$ cat src/rtl/ghost_fright_if.sv
// Bundle of the ghost lifecycle inputs (frame tick, positions, pellet/win events)
// and the resulting speed, palette, scoring and death outputs.
interface ghost_fright_if #(
  parameter int DATA_W = 10
);
  logic              frame_tick;
  logic [DATA_W-1:0] pacX;
  logic [DATA_W-1:0] pacY;
  logic [DATA_W-1:0] ghostX;
  logic [DATA_W-1:0] ghostY;
  logic              big_pellet_eaten;
  logic              win;
  logic [7:0]        ghost_survival_timer;
  logic              frightened;
  logic              ghost_slow;
  logic              ghost_flash;
  logic              ghost_eyes;
  logic              slow_ghost_intercept;
  logic              pacman_caught;
  logic [1:0]        ghost_state;

  modport master (
    output frame_tick, pacX, pacY, ghostX, ghostY, big_pellet_eaten, win,
    input  ghost_survival_timer, frightened, ghost_slow, ghost_flash, ghost_eyes,
           slow_ghost_intercept, pacman_caught, ghost_state
  );

  modport slave (
    input  frame_tick, pacX, pacY, ghostX, ghostY, big_pellet_eaten, win,
    output ghost_survival_timer, frightened, ghost_slow, ghost_flash, ghost_eyes,
           slow_ghost_intercept, pacman_caught, ghost_state
  );
endinterface

$ cat src/rtl/ghost_fright_ctrl.sv
// Ghost frightened/eaten lifecycle FSM with per-clock collision detection.
// All outputs are registered from the next-state values.
module ghost_fright_ctrl #(
  parameter int DATA_W         = 10,
  parameter int FRIGHT_FRAMES  = 180,
  parameter int FLASH_FRAMES   = 60,
  parameter int FLASH_HALF     = 8,
  parameter int RESPAWN_FRAMES = 120,
  parameter int HIT_DIST       = 12
) (
  input logic          clk,
  input logic          reset,
  ghost_fright_if.slave bus
);
  localparam int FC_W      = $clog2(2 * FLASH_HALF) + 1;
  localparam int FLASH_TOP = 2 * FLASH_HALF - 1;

  localparam logic [DATA_W:0] HIT_LIM      = HIT_DIST[DATA_W:0];
  localparam logic [7:0]      FRIGHT_INIT  = FRIGHT_FRAMES[7:0];
  localparam logic [7:0]      FLASH_LIM    = FLASH_FRAMES[7:0];
  localparam logic [7:0]      RESPAWN_INIT = RESPAWN_FRAMES[7:0];
  localparam logic [FC_W-1:0] FLASH_MID    = FLASH_HALF[FC_W-1:0];
  localparam logic [FC_W-1:0] FLASH_WRAP   = FLASH_TOP[FC_W-1:0];

  typedef enum logic [1:0] {
    S_NORMAL = 2'b00,
    S_FRIGHT = 2'b01,
    S_EATEN  = 2'b10,
    S_DONE   = 2'b11
  } state_t;

  // Differences are taken one bit wider than the coordinates so they never wrap.
  function automatic logic [DATA_W:0] abs_diff(input logic [DATA_W-1:0] a,
                                               input logic [DATA_W-1:0] b);
    logic signed [DATA_W:0] d;
    d = $signed({1'b0, a}) - $signed({1'b0, b});
    return (d < 0) ? $unsigned(-d) : $unsigned(d);
  endfunction

  state_t          state_p0, state_n;
  logic [7:0]      timer_p0, timer_n;
  logic [7:0]      respawn_p0, respawn_n;
  logic [FC_W-1:0] flash_p0, flash_n;
  logic            intercept_n, caught_n;
  logic            hit;

  logic [7:0]      survival_p0;
  logic            frightened_p0, flash_out_p0, eyes_p0;
  logic            intercept_p0, caught_p0;
  logic [1:0]      ghost_state_p0;

  assign hit = (abs_diff(bus.pacX, bus.ghostX) < HIT_LIM) &&
               (abs_diff(bus.pacY, bus.ghostY) < HIT_LIM);

  always_comb begin
    state_n     = state_p0;
    timer_n     = timer_p0;
    respawn_n   = respawn_p0;
    flash_n     = flash_p0;
    intercept_n = 1'b0;
    caught_n    = 1'b0;
    if (bus.win) begin
      state_n   = S_DONE;
      timer_n   = '0;
      respawn_n = '0;
      flash_n   = '0;
    end else begin
      case (state_p0)
        S_NORMAL: begin
          if (bus.big_pellet_eaten) begin
            state_n = S_FRIGHT;
            timer_n = FRIGHT_INIT;
            flash_n = '0;
          end else if (hit) begin
            caught_n = 1'b1;
          end
        end
        S_FRIGHT: begin
          if (bus.frame_tick)
            flash_n = (flash_p0 == FLASH_WRAP) ? '0 : flash_p0 + 1'b1;
          if (bus.big_pellet_eaten) begin
            timer_n = FRIGHT_INIT;
          end else if (hit) begin
            intercept_n = 1'b1;
            state_n     = S_EATEN;
            timer_n     = '0;
            respawn_n   = RESPAWN_INIT;
          end else if (bus.frame_tick) begin
            if (timer_p0 <= 8'd1) begin
              timer_n = '0;
              state_n = S_NORMAL;
            end else begin
              timer_n = timer_p0 - 8'd1;
            end
          end
        end
        S_EATEN: begin
          if (bus.frame_tick) begin
            if (respawn_p0 <= 8'd1) begin
              respawn_n = '0;
              state_n   = S_NORMAL;
            end else begin
              respawn_n = respawn_p0 - 8'd1;
            end
          end
        end
        default: ;
      endcase
    end
  end

  // Stage p0: state and decoded outputs register together on the same edge.
  always_ff @(posedge clk) begin
    if (reset) begin
      state_p0       <= S_NORMAL;
      timer_p0       <= '0;
      respawn_p0     <= '0;
      flash_p0       <= '0;
      survival_p0    <= '0;
      frightened_p0  <= 1'b0;
      flash_out_p0   <= 1'b0;
      eyes_p0        <= 1'b0;
      intercept_p0   <= 1'b0;
      caught_p0      <= 1'b0;
      ghost_state_p0 <= 2'b00;
    end else begin
      state_p0       <= state_n;
      timer_p0       <= timer_n;
      respawn_p0     <= respawn_n;
      flash_p0       <= flash_n;
      survival_p0    <= (state_n == S_FRIGHT) ? timer_n : 8'd0;
      frightened_p0  <= (state_n == S_FRIGHT);
      flash_out_p0   <= (state_n == S_FRIGHT) && (timer_n <= FLASH_LIM) &&
                        (flash_n >= FLASH_MID);
      eyes_p0        <= (state_n == S_EATEN);
      intercept_p0   <= intercept_n;
      caught_p0      <= caught_n;
      ghost_state_p0 <= state_n;
    end
  end

  assign bus.ghost_survival_timer = survival_p0;
  assign bus.frightened           = frightened_p0;
  assign bus.ghost_slow           = frightened_p0;
  assign bus.ghost_flash          = flash_out_p0;
  assign bus.ghost_eyes           = eyes_p0;
  assign bus.slow_ghost_intercept = intercept_p0;
  assign bus.pacman_caught        = caught_p0;
  assign bus.ghost_state          = ghost_state_p0;
endmodule

$ cat src/flat_wrapper.sv
// flat-port wrapper written by rule: the top's interface ports become plain ports
module ghost_fright_ctrl_flat 
#(
  parameter int DATA_W         = 10,
  parameter int FRIGHT_FRAMES  = 180,
  parameter int FLASH_FRAMES   = 60,
  parameter int FLASH_HALF     = 8,
  parameter int RESPAWN_FRAMES = 120,
  parameter int HIT_DIST       = 12
)
  (clk, reset, bus_frame_tick, bus_pacX, bus_pacY, bus_ghostX, bus_ghostY, bus_big_pellet_eaten, bus_win, bus_ghost_survival_timer, bus_frightened, bus_ghost_slow, bus_ghost_flash, bus_ghost_eyes, bus_slow_ghost_intercept, bus_pacman_caught, bus_ghost_state);
  ghost_fright_if #(.DATA_W(DATA_W)) bus_i ();
  input logic clk;
  input logic reset;
  input wire logic [$bits(bus_i.frame_tick)-1:0] bus_frame_tick;
  input wire logic [$bits(bus_i.pacX)-1:0] bus_pacX;
  input wire logic [$bits(bus_i.pacY)-1:0] bus_pacY;
  input wire logic [$bits(bus_i.ghostX)-1:0] bus_ghostX;
  input wire logic [$bits(bus_i.ghostY)-1:0] bus_ghostY;
  input wire logic [$bits(bus_i.big_pellet_eaten)-1:0] bus_big_pellet_eaten;
  input wire logic [$bits(bus_i.win)-1:0] bus_win;
  output wire logic [$bits(bus_i.ghost_survival_timer)-1:0] bus_ghost_survival_timer;
  output wire logic [$bits(bus_i.frightened)-1:0] bus_frightened;
  output wire logic [$bits(bus_i.ghost_slow)-1:0] bus_ghost_slow;
  output wire logic [$bits(bus_i.ghost_flash)-1:0] bus_ghost_flash;
  output wire logic [$bits(bus_i.ghost_eyes)-1:0] bus_ghost_eyes;
  output wire logic [$bits(bus_i.slow_ghost_intercept)-1:0] bus_slow_ghost_intercept;
  output wire logic [$bits(bus_i.pacman_caught)-1:0] bus_pacman_caught;
  output wire logic [$bits(bus_i.ghost_state)-1:0] bus_ghost_state;
  assign bus_i.frame_tick = bus_frame_tick;
  assign bus_i.pacX = bus_pacX;
  assign bus_i.pacY = bus_pacY;
  assign bus_i.ghostX = bus_ghostX;
  assign bus_i.ghostY = bus_ghostY;
  assign bus_i.big_pellet_eaten = bus_big_pellet_eaten;
  assign bus_i.win = bus_win;
  assign bus_ghost_survival_timer = bus_i.ghost_survival_timer;
  assign bus_frightened = bus_i.frightened;
  assign bus_ghost_slow = bus_i.ghost_slow;
  assign bus_ghost_flash = bus_i.ghost_flash;
  assign bus_ghost_eyes = bus_i.ghost_eyes;
  assign bus_slow_ghost_intercept = bus_i.slow_ghost_intercept;
  assign bus_pacman_caught = bus_i.pacman_caught;
  assign bus_ghost_state = bus_i.ghost_state;
  ghost_fright_ctrl #(.DATA_W(DATA_W), .FRIGHT_FRAMES(FRIGHT_FRAMES), .FLASH_FRAMES(FLASH_FRAMES), .FLASH_HALF(FLASH_HALF), .RESPAWN_FRAMES(RESPAWN_FRAMES), .HIT_DIST(HIT_DIST)) u_core (.clk(clk), .reset(reset), .bus(bus_i));
endmodule
$ cat config.mk
export PLATFORM = sky130hd
export DESIGN_NAME = ghost_fright_ctrl_flat
export DESIGN_NICKNAME = d
export VERILOG_FILES = /design/src/rtl/ghost_fright_if.sv /design/src/rtl/ghost_fright_ctrl.sv /design/src/flat_wrapper.sv
export SDC_FILE = /design/constraint.sdc
export NUM_CORES = 1
export LEC_CHECK = 0
export ABC_AREA = 1
export CORE_UTILIZATION = 35
export DETAILED_ROUTE_END_ITERATION = 12
export SYNTH_ARGS = -nofsm -noshare
export SYNTH_HDL_FRONTEND = slang
export SYNTH_SLANG_ARGS = --single-unit
$ cat constraint.sdc
create_clock -name clk -period 4.85 [get_ports clk]
set_input_delay 0.7275 -clock clk [delete_from_list [all_inputs] [get_ports clk]]
set_output_delay 0.7275 -clock clk [all_outputs]
set_load 0.02 [all_outputs]
* Word-level counts from Yosys, hierarchy flattened
Cells that the tools add are included.
Operators by class: bitwise operators 3, reductions and logical operators 10, shift-type cells 0, div/mod/pow operators 0, equal/unequal tests 8, add/subtract/negate cells 7, $mul 0, muxes and demuxes 30, magnitude comparators 8
Operators with widths (number):
- 8-bit 2-to-1 mux | 10
- 8-bit case mux with 2 select lines | 2
- 11-bit by 1-bit less-than comparator with 1-bit output (second input constant) | 2
- 11-bit by 4-bit less-than comparator with 1-bit output (second input constant) | 2
- 11-bit 2-to-1 mux | 2
- 11-bit negation | 2
- 10-bit by 10-bit subtractor with 11-bit output | 2
- 5-bit 2-to-1 mux | 4
- 8-bit by 1-bit <= comparator with 1-bit output (second input constant) | 2
- 2-bit 2-to-1 mux | 8
- 8-bit by 1-bit subtractor with 8-bit output (second input constant) | 2
- 5-bit case mux with 2 select lines | 1
- 8-bit by 6-bit <= comparator with 1-bit output (second input constant) | 1
- 2-bit case mux with 3 select lines | 1
- 3-bit OR reduction | 2
- 5-bit by 1-bit adder with 5-bit output (second input constant) | 1
- 5-bit by 4-bit == test with 1-bit output (second input constant) | 1
- 5-bit by 4-bit >= comparator with 1-bit output (second input constant) | 1
- 2-bit by 1-bit == test with 1-bit output (second input constant) | 2
- 2-bit == test (second input constant) | 2
- 2-bit != test (second input constant) | 2
- 4-bit AND reduction | 1
- 2-bit OR reduction | 2
- 1-bit logical AND | 3
- 5 further kinds | 8
Storage, ports and cells: latch bits 0, bits in registers 36, word-level logic and storage cells 76, memories kept 0, RAM bits 0, bits of input ports 45, output and inout bits 16, bits in read-only memories 0

* Logic depth before layout (Yosys ltp)
Gate-level depths: netlist (run 1).
word-level depth 12, gate-level depth with buffers 28, gate-level depth less buffers 27

* Worst setup path before layout (run 1)
Ideal clock, no wire load.
path type input-to-reg, start input port bus_pacX[0], end register u_core.respawn_p0[2], setup slack 1821 ps, arrival 2908 ps, setup time 121 ps, required time 4729 ps, cell stages on the path 21, path buffers 0, cell sequence inv_1 > ha_1 > inv_1 > fa_1 > xor2_1 > nor2_1 > nand3_2 > nor2_4 > nor2_1 > nand2_1 > nand2_1 > clkinv_1 > nand3_1 > nor2_2 > nand3_1 > o21ai_1 > nand2_2 > inv_2 > nand3_1 > nand2_1 > nor2_1
On the way: word-level cells in the longest chain between the ends 7, elaborated cells between the ends (all ways) 8, those cells by class add/sub: 2; order compare: 2; eq/ne: 1; mux: 1; reduce/logical: 2
Ends and longest elaborated chain:
- start, declared | line flat_wrapper.sv:16 | input wire logic [$bits(bus_i.pacX)-1:0] bus_pacX;
- 10-bit by 10-bit subtractor with 11-bit output * | line ghost_fright_ctrl.sv:36 | d = $signed({1'b0, a}) - $signed({1'b0, b});
- 11-bit negation or 11-bit by 1-bit less-than comparator with 1-bit output (tied branches) | line ghost_fright_ctrl.sv:37 | return (d < 0) ? $unsigned(-d) : $unsigned(d);
- 11-bit 2-to-1 mux * | line ghost_fright_ctrl.sv:37
- 11-bit by 4-bit less-than comparator with 1-bit output * | line ghost_fright_ctrl.sv:52 | assign hit = (abs_diff(bus.pacX, bus.ghostX) < HIT_LIM) &&
- 1-bit logical AND * | line ghost_fright_ctrl.sv:52
- 2-bit by 1-bit != test with 1-bit output (no source line) *
- 4-bit AND reduction (no source line) *
- end signal, assigned | line ghost_fright_ctrl.sv:129 | respawn_p0 <= respawn_n;
- end, declared | line ghost_fright_ctrl.sv:42 | logic [7:0] respawn_p0, respawn_n;
Mark *: on every way between the ends. The rest lies on a longest branch, timed or not. A chain may end at the register's enable or synchronous reset.

* Final worst setup path (run 1)
start input port bus_ghostX[0], end register u_core.survival_p0[1] (netlist: u_core.bus.ghost_survival_timer[1])
On the way: word-level cells in the longest chain between the ends 12, elaborated cells between the ends (all ways) 17, those cells by class add/sub: 2; order compare: 2; eq/ne: 1; mux: 9; bitwise: 1; reduce/logical: 2
Ends and longest elaborated chain:
- start, declared | line flat_wrapper.sv:18 | input wire logic [$bits(bus_i.ghostX)-1:0] bus_ghostX;
- 10-bit by 10-bit subtractor with 11-bit output * | line ghost_fright_ctrl.sv:36
- 11-bit negation or 11-bit by 1-bit less-than comparator with 1-bit output (tied branches) | line ghost_fright_ctrl.sv:37
- 11-bit 2-to-1 mux * | line ghost_fright_ctrl.sv:37
- 11-bit by 4-bit less-than comparator with 1-bit output * | line ghost_fright_ctrl.sv:52
- 1-bit logical AND * | line ghost_fright_ctrl.sv:52
- 2-bit 2-to-1 mux | line ghost_fright_ctrl.sv:83 | end else if (hit) begin
- 2-bit 2-to-1 mux | line ghost_fright_ctrl.sv:81 | if (bus.big_pellet_eaten) begin
- 2-bit case mux with 3 select lines | line ghost_fright_ctrl.sv:68 | case (state_p0)
- 2-bit 2-to-1 mux | line ghost_fright_ctrl.sv:62 | if (bus.win) begin
- 2-bit by 1-bit == test with 1-bit output | line ghost_fright_ctrl.sv:131 | survival_p0 <= (state_n == S_FRIGHT) ? timer_n : 8'd0;
- 1-bit NOT (no source line)
- 2-bit OR reduction (no source line)
- end signal, assigned | line ghost_fright_ctrl.sv:131
- end, declared | line ghost_fright_ctrl.sv:47 | logic [7:0] survival_p0;
Marks and branches as above.

==> results of run 1 <==
-- stage by stage --
step,hold WS [ns],power (mW),std cells,setup slack (ns)
after floorplan,0.458,0.599,589,1.82
after global placement,0.482,0.702,777,1.01
after detailed placement,0.479,0.706,777,0.990
after CTS,0.493,0.936,784,1.29
after global routing,0.522,1.00,784,1.00
final,0.490,0.929,784,1.33
-- cell type report --
class / instances / area (µm²) / area share [%]
well taps: 133 / 166 / 3.83
inverters: 108 / 408 / 9.40
flip-flops and latches: 36 / 721 / 16.6
multi-input cells: 439 / 2340 / 53.9
repair buffers: 61 / 608 / 14.0
clock buffers: 7 / 96.3 / 2.22
-- state kept, by name (all words and copies together), names as in the netlist --
name	cells
u_core.flash_p0	5
u_core.bus.pacman_caught	1
u_core.bus.ghost_state	2
u_core.bus.ghost_flash	1
u_core.bus.ghost_eyes	1
u_core.timer_p0	8
u_core.bus.slow_ghost_intercept	1
u_core.bus.frightened	1
u_core.bus.ghost_survival_timer	8
u_core.respawn_p0	8
-- cell families after synthesis --
kind of cell	Yosys count	synth area share, %
compound gates	67	11.6
xor+xnor	9	2.25
fa+ha+maj	27	10.1
buf+inv	114	12.6
flops	36	20.6
simple gates	336	42.9
-- tightest hold or removal path, cell delays in order (launching register included) --
cell	delay, ns
dfxtp_1	0.33
nand2_1	0.06
a21oi_1	0.05
-- placed cells by master, fill, tap and decap left out, types with 6 or more instances in the layout --
cell and n:
nand2_1 151, inv_1 102, nor2_1 69, clkdlybuf4s50_1 60, nand3_1 59, dfxtp_1 36, a21oi_1 26, ha_1 25
o21ai_0 13, nor2_2 12, nor3_1 12, nand2_2 11, nand3_2 7, clkbuf_8 7, xor2_1 6
-- layer usage --
layer	part of all wire (%)	wire length (µm)	global-route usage [%]
met1	48	3880	19.5
met2	47	3810	27.7
met3	3.2	257	2.19
met4	1.1	91	3.63
met5	0	0	0
-- path summary, 6_finish.rpt --
kind              depth (start not counted)                         startpoint                                            end
hold / removal                            2  u_core.respawn_p0[0]$_SDFFE_PP0P_              u_core.respawn_p0[0]$_SDFFE_PP0P_
setup / recovery                         21                      bus_ghostX[0]  u_core.bus.ghost_survival_timer[1]$_SDFF_PP0_
setup reg to reg                          8      u_core.timer_p0[0]$_SDFF_PP0_              u_core.bus.ghost_flash$_SDFF_PP0_
hold reg to reg                           2  u_core.respawn_p0[0]$_SDFFE_PP0P_              u_core.respawn_p0[0]$_SDFFE_PP0P_
-- where the power goes --
group,switching [mW],total (mW),internal [mW]
combinational,0.229,0.383,0.155
sequential,0.0100,0.316,0.306
clock,0.103,0.230,0.126
total,0.342,0.929,0.587
==> results.sh, run 1 <==
export IMPL_status="completed"
export IMPL_vias=3714
export IMPL_yosys_top_cells_area="dfxtp_1 21%, nand2_1 16%, inv_1 11%"
export IMPL_finalHoldViolCount=0
export IMPL_firstDrtPassIters=4
export IMPL_ios=61
export IMPL_cts_resized=0
export IMPL_cts_sinks=36
export IMPL_rows=36
export IMPL_p_per_area_mw_per_mm2=214
export IMPL_critPathArrivalTime_ns=3.70
export IMPL_layout_min_cycle_time_ns=3.52
export IMPL_vias_per_cell=4.74
export IMPL_final_util_pct=44.6
export IMPL_syn_avg_cell_area_um2=5.95
export IMPL_timing_slew_headroom_pct=60.4
export IMPL_antenna_found_initial=0
export IMPL_worstPathRequired_ns=5.03
export IMPL_path_delay_family="simple AND/OR/NAND/NOR gates"
export IMPL_drv_slew=0
export IMPL_dieHeight_um=102
export IMPL_skew_ns=0.00339
export IMPL_power_leakage_nw=2.16
export IMPL_clock_latency_ns=0.29
export IMPL_nets=723
export IMPL_drtIter0Drc=87
export IMPL_overflow=0
export IMPL_cts_tree="built"
export IMPL_final_area_mm2=0.00434
export IMPL_grt_setup_unrepaired="no"
export IMPL_crit_chain="clkdlybuf4s50_1 > ha_1 > inv_1 > fa_1 > xor2_1 > nor2_1 > nand3_2 > nor2_4 > nor2_1 > nand2_1 > nand2_1 > clkinv_1 > nand3_1 > nor2_2 > nand2_2 > o21ai_0 > nand2_1 > nand2_1 > nor2_4 > inv_4 > nor2_2"
export IMPL_cts_setup_buffers=0
export IMPL_r2r_slack_ns=2.89
export IMPL_path_max_fanout=11
export IMPL_crit_slowest_cell="clkdlybuf4s50_1"
export IMPL_wl_per_cell_um=10.3
export IMPL_die_area_mm2=0.0104
export IMPL_drtAntennaViolNets=0
export IMPL_drc=0
export IMPL_placed_area_mm2=0.00424
export IMPL_start_util_pct=36.0
export IMPL_fillers=1090
export IMPL_ir_worst_vdd_mv=0.127
export IMPL_tns_ns=0
export IMPL_clock_path_buffers=2
export IMPL_endpoint_kind="register"
export IMPL_die_w_um=102
export IMPL_yosys_warnings=0
export IMPL_critPathBufInv=4
export IMPL_finalSetupViolCount=0
export IMPL_async_flop_share_pct=0
export IMPL_yosysMostFrequentCell="nand2_1"
export IMPL_synth_seq_cells=36
export IMPL_dp_hpwl_um=6690
export IMPL_synthDistinctLibCells=40
export IMPL_worstSetupPathType="input port to register"
export IMPL_numCtsBuffers=5
export IMPL_clk_pin_slew_worst_paths_ns=0.07
export IMPL_areaGrowthSynthToFinish_pct=23.9
export IMPL_cts_hold_buffers=0
export IMPL_numPortBuffers=60
export IMPL_drv_cap=0
export IMPL_cts_root_buf="clkbuf_8"
export IMPL_core_area_mm2=0.00973
export IMPL_synth_seq_area_share_pct=20.6
export IMPL_drt_wl_total_um=8040
export IMPL_worst_slew_pin_slew_ns=0.592
export IMPL_netlist_area_leader_share_pct=20.6
export IMPL_grt_pass1_wl_um=13200
export IMPL_cpPeakStageDelay_ns=0.46
export IMPL_fmax_mhz=284
export IMPL_grtUsageTotal_pct=15.5
export IMPL_netlist_area_mm2=0.00350
export IMPL_synth_edf_count=0
export IMPL_syn_nets=661
export IMPL_grt_max_degree=16
export IMPL_synthTopCellsByCount="151 x nand2_1, 102 x inv_1, 69 x nor2_1"
export IMPL_period_share_pct=72.6
export IMPL_synthFlopType="dfxtp_1"
export IMPL_final_layout_size_suffix_gt1_share_pct=7.53
export IMPL_ctsHtreeMaxLevel=2
export IMPL_synth_area_leader_cell="dfxtp_1"
export IMPL_critPathMostFrequentCell="nand2_1"
export IMPL_hp_class="register to register"
export IMPL_synth_cells=589
export IMPL_gp_congestion=0.906
export IMPL_start_kind="input port"
export IMPL_first_global_vias=3227
export IMPL_diodes=0
Power figures use the tool's default switching activity.
==> run 2, diff against run 1 <==
==> constraint.sdc (replaced) <==
create_clock -name clk -period 3.65 [get_ports clk]
set_input_delay 0.5475 -clock clk [delete_from_list [all_inputs] [get_ports clk]]
set_output_delay 0.5475 -clock clk [all_outputs]
set_load 0.02 [all_outputs]
==> results.sh, run 2 (synthesis gave the netlist of run 1 again) <==
export IMPL_status="completed"
export IMPL_nets=729
export IMPL_finalSetupViolCount=0
export IMPL_finalHoldViolCount=0
export IMPL_rows=36
export IMPL_grt_pass1_wl_um=13900
export IMPL_die_w_um=102
export IMPL_skew_ns=0.00733
export IMPL_worstSetupPathType="input port to register"
export IMPL_drtAntennaViolNets=0
export IMPL_core_area_mm2=0.00973
export IMPL_fillers=1076
export IMPL_cpPeakStageDelay_ns=0.46
export IMPL_diodes=0
export IMPL_cts_sinks=36
export IMPL_endpoint_kind="register"
export IMPL_grt_setup_unrepaired="no"
export IMPL_clock_path_buffers=2
export IMPL_ios=61
export IMPL_p_clk_share_pct=26.8
export IMPL_clk_pin_slew_worst_paths_ns=0.08
export IMPL_numCtsBuffers=5
export IMPL_timing_slew_headroom_pct=67.1
export IMPL_crit_slowest_cell="clkdlybuf4s50_1"
export IMPL_placed_area_mm2=0.00426
export IMPL_gp_congestion=0.849
export IMPL_final_layout_size_suffix_gt1_share_pct=8.81
export IMPL_first_global_vias=3361
export IMPL_numPortBuffers=60
export IMPL_drv_cap=0
export IMPL_ir_worst_vdd_mv=0.152
export IMPL_cts_hold_buffers=0
export IMPL_vias_per_cell=4.71
export IMPL_grtUsageTotal_pct=16.2
export IMPL_dieHeight_um=102
export IMPL_pwr_share_comb_pct=40.5
export IMPL_crit_chain="clkdlybuf4s50_1 > ha_1 > inv_1 > fa_1 > xor2_1 > nor2_1 > nand3_2 > nor2_4 > nor2_1 > nand2_1 > nand2_1 > clkinv_1 > nand3_1 > nor2_2 > nand3_2 > o21ai_2 > nand2_2 > inv_4 > nand2_1 > o21ai_0 > nor2_1"
export IMPL_firstDrtPassIters=4
export IMPL_areaGrowthSynthToFinish_pct=26.2
export IMPL_antenna_found_initial=0
export IMPL_switchingPower_mw=0.466
export IMPL_period_share_pct=91.4
export IMPL_final_area_mm2=0.00442
export IMPL_wl_per_cell_um=10.5
export IMPL_worst_slew_pin_slew_ns=0.493
export IMPL_clock_latency_ns=0.29
export IMPL_layout_min_cycle_time_ns=3.33
export IMPL_sw_frac_of_total_pct=36.3
export IMPL_vias=3727
export IMPL_drt_wl_total_um=8340
export IMPL_critPathBufInv=4
export IMPL_power_leakage_nw=2.20
export IMPL_p_per_area_mw_per_mm2=291
export IMPL_drv_slew=0
export IMPL_final_common_cell="nand2_1"
export IMPL_ctsHtreeMaxLevel=2
export IMPL_drc=0
export IMPL_grt_max_degree=16
export IMPL_path_delay_family="simple AND/OR/NAND/NOR gates"
export IMPL_drtIter0Drc=126
export IMPL_overflow=0
export IMPL_seq_power_share_pct=32.7
export IMPL_start_kind="input port"
export IMPL_final_cell_mix="151 x nand2_1, 102 x inv_1, 69 x nor2_1, 60 x clkdlybuf4s50_1, 58 x nand3_1"
export IMPL_cts_root_buf="clkbuf_8"
export IMPL_hp_class="register to register"
export IMPL_start_util_pct=36.0
export IMPL_dp_hpwl_um=6760
export IMPL_tns_ns=0
export IMPL_critPathArrivalTime_ns=3.51
export IMPL_worstPathRequired_ns=3.82
export IMPL_p_int_mw=0.819
export IMPL_die_area_mm2=0.0104
export IMPL_fmax_mhz=300
export IMPL_path_max_fanout=8
export IMPL_cts_tree="built"
==> run 2: final timing paths <==
kind,slack [ns],endpoint,cells after the start,from
max reg2reg,1.69,u_core.bus.ghost_flash$_SDFF_PP0_,10,u_core.timer_p0[0]$_SDFF_PP0_
max,0.32,u_core.respawn_p0[1]$_SDFFE_PP0P_,21,bus_ghostX[0]
min,0.49,u_core.flash_p0[4]$_SDFF_PP0_,2,u_core.flash_p0[4]$_SDFF_PP0_
min reg2reg,0.49,u_core.flash_p0[4]$_SDFF_PP0_,2,u_core.flash_p0[4]$_SDFF_PP0_
==> run 2: metrics by stage <==
step	utilization [%]	power [mW]	setup slack (ns)	instances	hold WS (ns)
floorplan	-	0.797	0.801	589	0.458
global placement	43.8	0.936	0.00544	779	0.473
detailed placement	43.8	0.940	-0.0334	779	0.474
CTS	44.9	1.29	0.264	787	0.488
global route	45.4	1.38	0.0245	791	0.535
finish	45.4	1.28	0.315	791	0.490
==> run 2: layout make-up <==
type                            instances  area [µm²]  area share [%]
Multi-Input combinational cell        440        2370            53.6
Sequential cell                        36         721            16.3
Timing Repair Buffer                   66         646            14.6
Inverter                              108         410            9.28
Tap cell                              133         166            3.76
Clock buffer                            6        72.6            1.64
Clock inverter                          2        35.0           0.793
==> run 2: routing by layer <==
layer / up-vias / share of wire [%] / global-route usage, %
met3: 7 / 3.5 / 2.33
li1: 2017 / - / -
met2: 57 / 47 / 29.1
met4: 0 / 0.62 / 2.64
met1: 1646 / 49 / 20.9
met5: - / 0 / 0
==> run 2: worst register-to-register path, stage by stage (launching register included) <==
cell       delay [ns]
dfxtp_1          0.40
inv_1            0.11
ha_1             0.25
o2111ai_2        0.46
nand3_1          0.15
nand2_1          0.08
nand2_1          0.11
nand2_1          0.10
nand2_1          0.05
nor2_1           0.10
nor2_1           0.05
==> run 2: timing repair <==
action	CTS	global route
setup endpoints to repair	0	17
buffers inserted	0	3
gates resized for setup	0	7
==> run 2: power groups by stage <==
stage	Combinational (mW)	Sequential [mW]	Clock, mW
final	0.520	0.420	0.345
after detailed placement	0.512	0.428	0
after global routing	0.593	0.421	0.367
after global placement	0.507	0.429	0
after floorplan	0.366	0.430	0
after CTS	0.514	0.420	0.351
==> run 3, diff against run 2 <==
--- a/config.mk
+++ b/config.mk
@@ -6,8 +6,11 @@
 export NUM_CORES = 1
 export LEC_CHECK = 0
 export ABC_AREA = 1
+export CORE_ASPECT_RATIO = 0.6
 export CORE_UTILIZATION = 35
 export DETAILED_ROUTE_END_ITERATION = 12
+export PLACE_DENSITY_LB_ADDON = 0.25
+export SLEW_MARGIN = 20
 export SYNTH_ARGS = -nofsm -noshare
 export SYNTH_HDL_FRONTEND = slang
 export SYNTH_SLANG_ARGS = --single-unit
==> results.sh, run 3 (synthesis gave the netlist of run 1 again) <==
export IMPL_status="completed"
export IMPL_fmax_mhz=297
export IMPL_critPathArrivalTime_ns=3.55
export IMPL_path_max_fanout=11
export IMPL_rows=27
export IMPL_ios=61
export IMPL_finalSetupViolCount=0
export IMPL_core_area_mm2=0.00943
export IMPL_power_leakage_nw=2.21
export IMPL_vias_per_cell=4.72
export IMPL_vias=3712
export IMPL_placed_area_mm2=0.00426
export IMPL_drv_slew=0
export IMPL_drtIter0Drc=167
export IMPL_multi_input_area_mm2=0.00234
export IMPL_drt_wl_total_um=8810
export IMPL_timing_slew_headroom_pct=61.6
export IMPL_nets=728
export IMPL_finalHoldViolCount=0
export IMPL_drc=0
export IMPL_areaGrowthSynthToFinish_pct=27.1
export IMPL_worstPathRequired_ns=3.83
export IMPL_period_share_pct=92.2
export IMPL_cts_sinks=36
export IMPL_cts_tree="built"
export IMPL_clk_pin_slew_worst_paths_ns=0.06
export IMPL_final_cell_mix="151 x nand2_1, 102 x inv_1, 69 x nor2_1, 60 x clkdlybuf4s50_1, 59 x nand3_1"
export IMPL_diodes=0
export IMPL_firstDrtPassIters=6
export IMPL_final_layout_size_suffix_gt1_share_pct=8.52
export IMPL_overflow=0
export IMPL_tns_ns=0
export IMPL_final_common_cell="nand2_1"
export IMPL_start_util_pct=37.2
export IMPL_grt_pass1_wl_um=15000
export IMPL_die_area_mm2=0.0104
export IMPL_cts_hold_buffers=0
export IMPL_final_util_pct=47.2
export IMPL_fillers=956
export IMPL_grt_max_degree=16
export IMPL_drtAntennaViolNets=0
export IMPL_drv_cap=0
export IMPL_numPortBuffers=60
export IMPL_grtUsageTotal_pct=17.5
export IMPL_crit_slowest_cell="clkdlybuf4s50_1"
export IMPL_dp_hpwl_um=7230
export IMPL_antenna_found_initial=0
export IMPL_p_per_area_mw_per_mm2=323
export IMPL_start_kind="input port"
export IMPL_grt_setup_unrepaired="yes"
export IMPL_ctsHtreeMaxLevel=2
export IMPL_critPathMostFrequentCell="nand2_1"
export IMPL_register_area_um2=721
export IMPL_dieHeight_um=79.5
export IMPL_endpoint_kind="register"
export IMPL_ir_worst_vdd_mv=0.203
export IMPL_die_w_um=131
export IMPL_clock_path_buffers=2
export IMPL_layout_min_cycle_time_ns=3.37
export IMPL_final_area_mm2=0.00445
export IMPL_cpPeakStageDelay_ns=0.45
export IMPL_worstSetupPathType="input port to register"
export IMPL_gp_congestion=0.849
export IMPL_cts_root_buf="clkbuf_16"
export IMPL_wl_per_cell_um=11.2
export IMPL_holdWs_ns=0.484
export IMPL_skew_ns=0.00541
export IMPL_numCtsBuffers=5
export IMPL_first_global_vias=3331
export IMPL_hp_class="register to register"
export IMPL_clock_latency_ns=0.28
export IMPL_worst_slew_pin_slew_ns=0.571
export IMPL_crit_chain="clkdlybuf4s50_1 > inv_1 > ha_1 > inv_1 > fa_1 > inv_1 > nand2_1 > nor2_2 > nand3_1 > nor2_1 > nand2_2 > nor2_1 > nand2_1 > a21oi_1 > nand2_1 > nor2_2 > nand2_2 > o21ai_0 > nand2_1 > nand2_1 > nor2_4 > inv_4 > nor2_2"
-- run 3: worst max-delay path: cells and delay by family --
kind	cells	cell delay [ns]
buf+inv	5	0.78
fa+ha+maj	2	0.58
compound gates	2	0.32
simple gates	14	1.34
-- run 3: worst paths after layout --
check	to	slack [ns]	depth (start not counted)	startpoint
worst min register to register	u_core.respawn_p0[0]$_SDFFE_PP0P_	0.48	2	u_core.respawn_p0[0]$_SDFFE_PP0P_
worst max-delay path	u_core.bus.ghost_survival_timer[0]$_SDFF_PP0_	0.28	23	bus_pacY[0]
worst max register to register	u_core.respawn_p0[6]$_SDFFE_PP0P_	1.58	9	u_core.bus.ghost_state[0]$_SDFF_PP0_
worst min-delay path	u_core.respawn_p0[0]$_SDFFE_PP0P_	0.48	2	u_core.respawn_p0[0]$_SDFFE_PP0P_
-- run 3: report_power, final --
group	total [mW]	switching, mW	internal [mW]
Combinational	0.524	0.316	0.208
Clock	0.493	0.172	0.321
Sequential	0.421	0.0141	0.407
Total	1.44	0.502	0.936
-- run 3: metrics by stage --
step	std cells	worst slack (ns)	power, mW
after global placement	776	0.0760	0.938
after detailed placement	776	-0.00260	0.946
after CTS	784	0.283	1.44
after global routing	787	-0.0440	1.53
final	787	0.284	1.44
after floorplan	589	0.801	0.797
-- run 3: layout make-up --
class	count	area share, %
Clock buffer	5	2.81
Clock inverter	3	0.956
Inverter	108	9.22
Multi-Input combinational cell	439	52.7
Sequential cell	36	16.2
Tap cell	130	3.65
Timing Repair Buffer	66	14.5
-- run 3: repair_timing --
| item | in CTS | in global routing |
|---|---|---|
| gates resized for setup | 0 | 2 |
| setup buffers | 0 | 3 |
| endpoints found under the setup margin | 0 | 15 |
-- run 3: routing by layer --
layer  global-route usage (%)  share of wire (%)  vias up
met1                     26.0                 56     1617
met2                     25.9                 38       82
li1                         -                  -     2007
met5                        0                  0        -
met3                     3.81                5.1        6
met4                     2.59               0.42        0
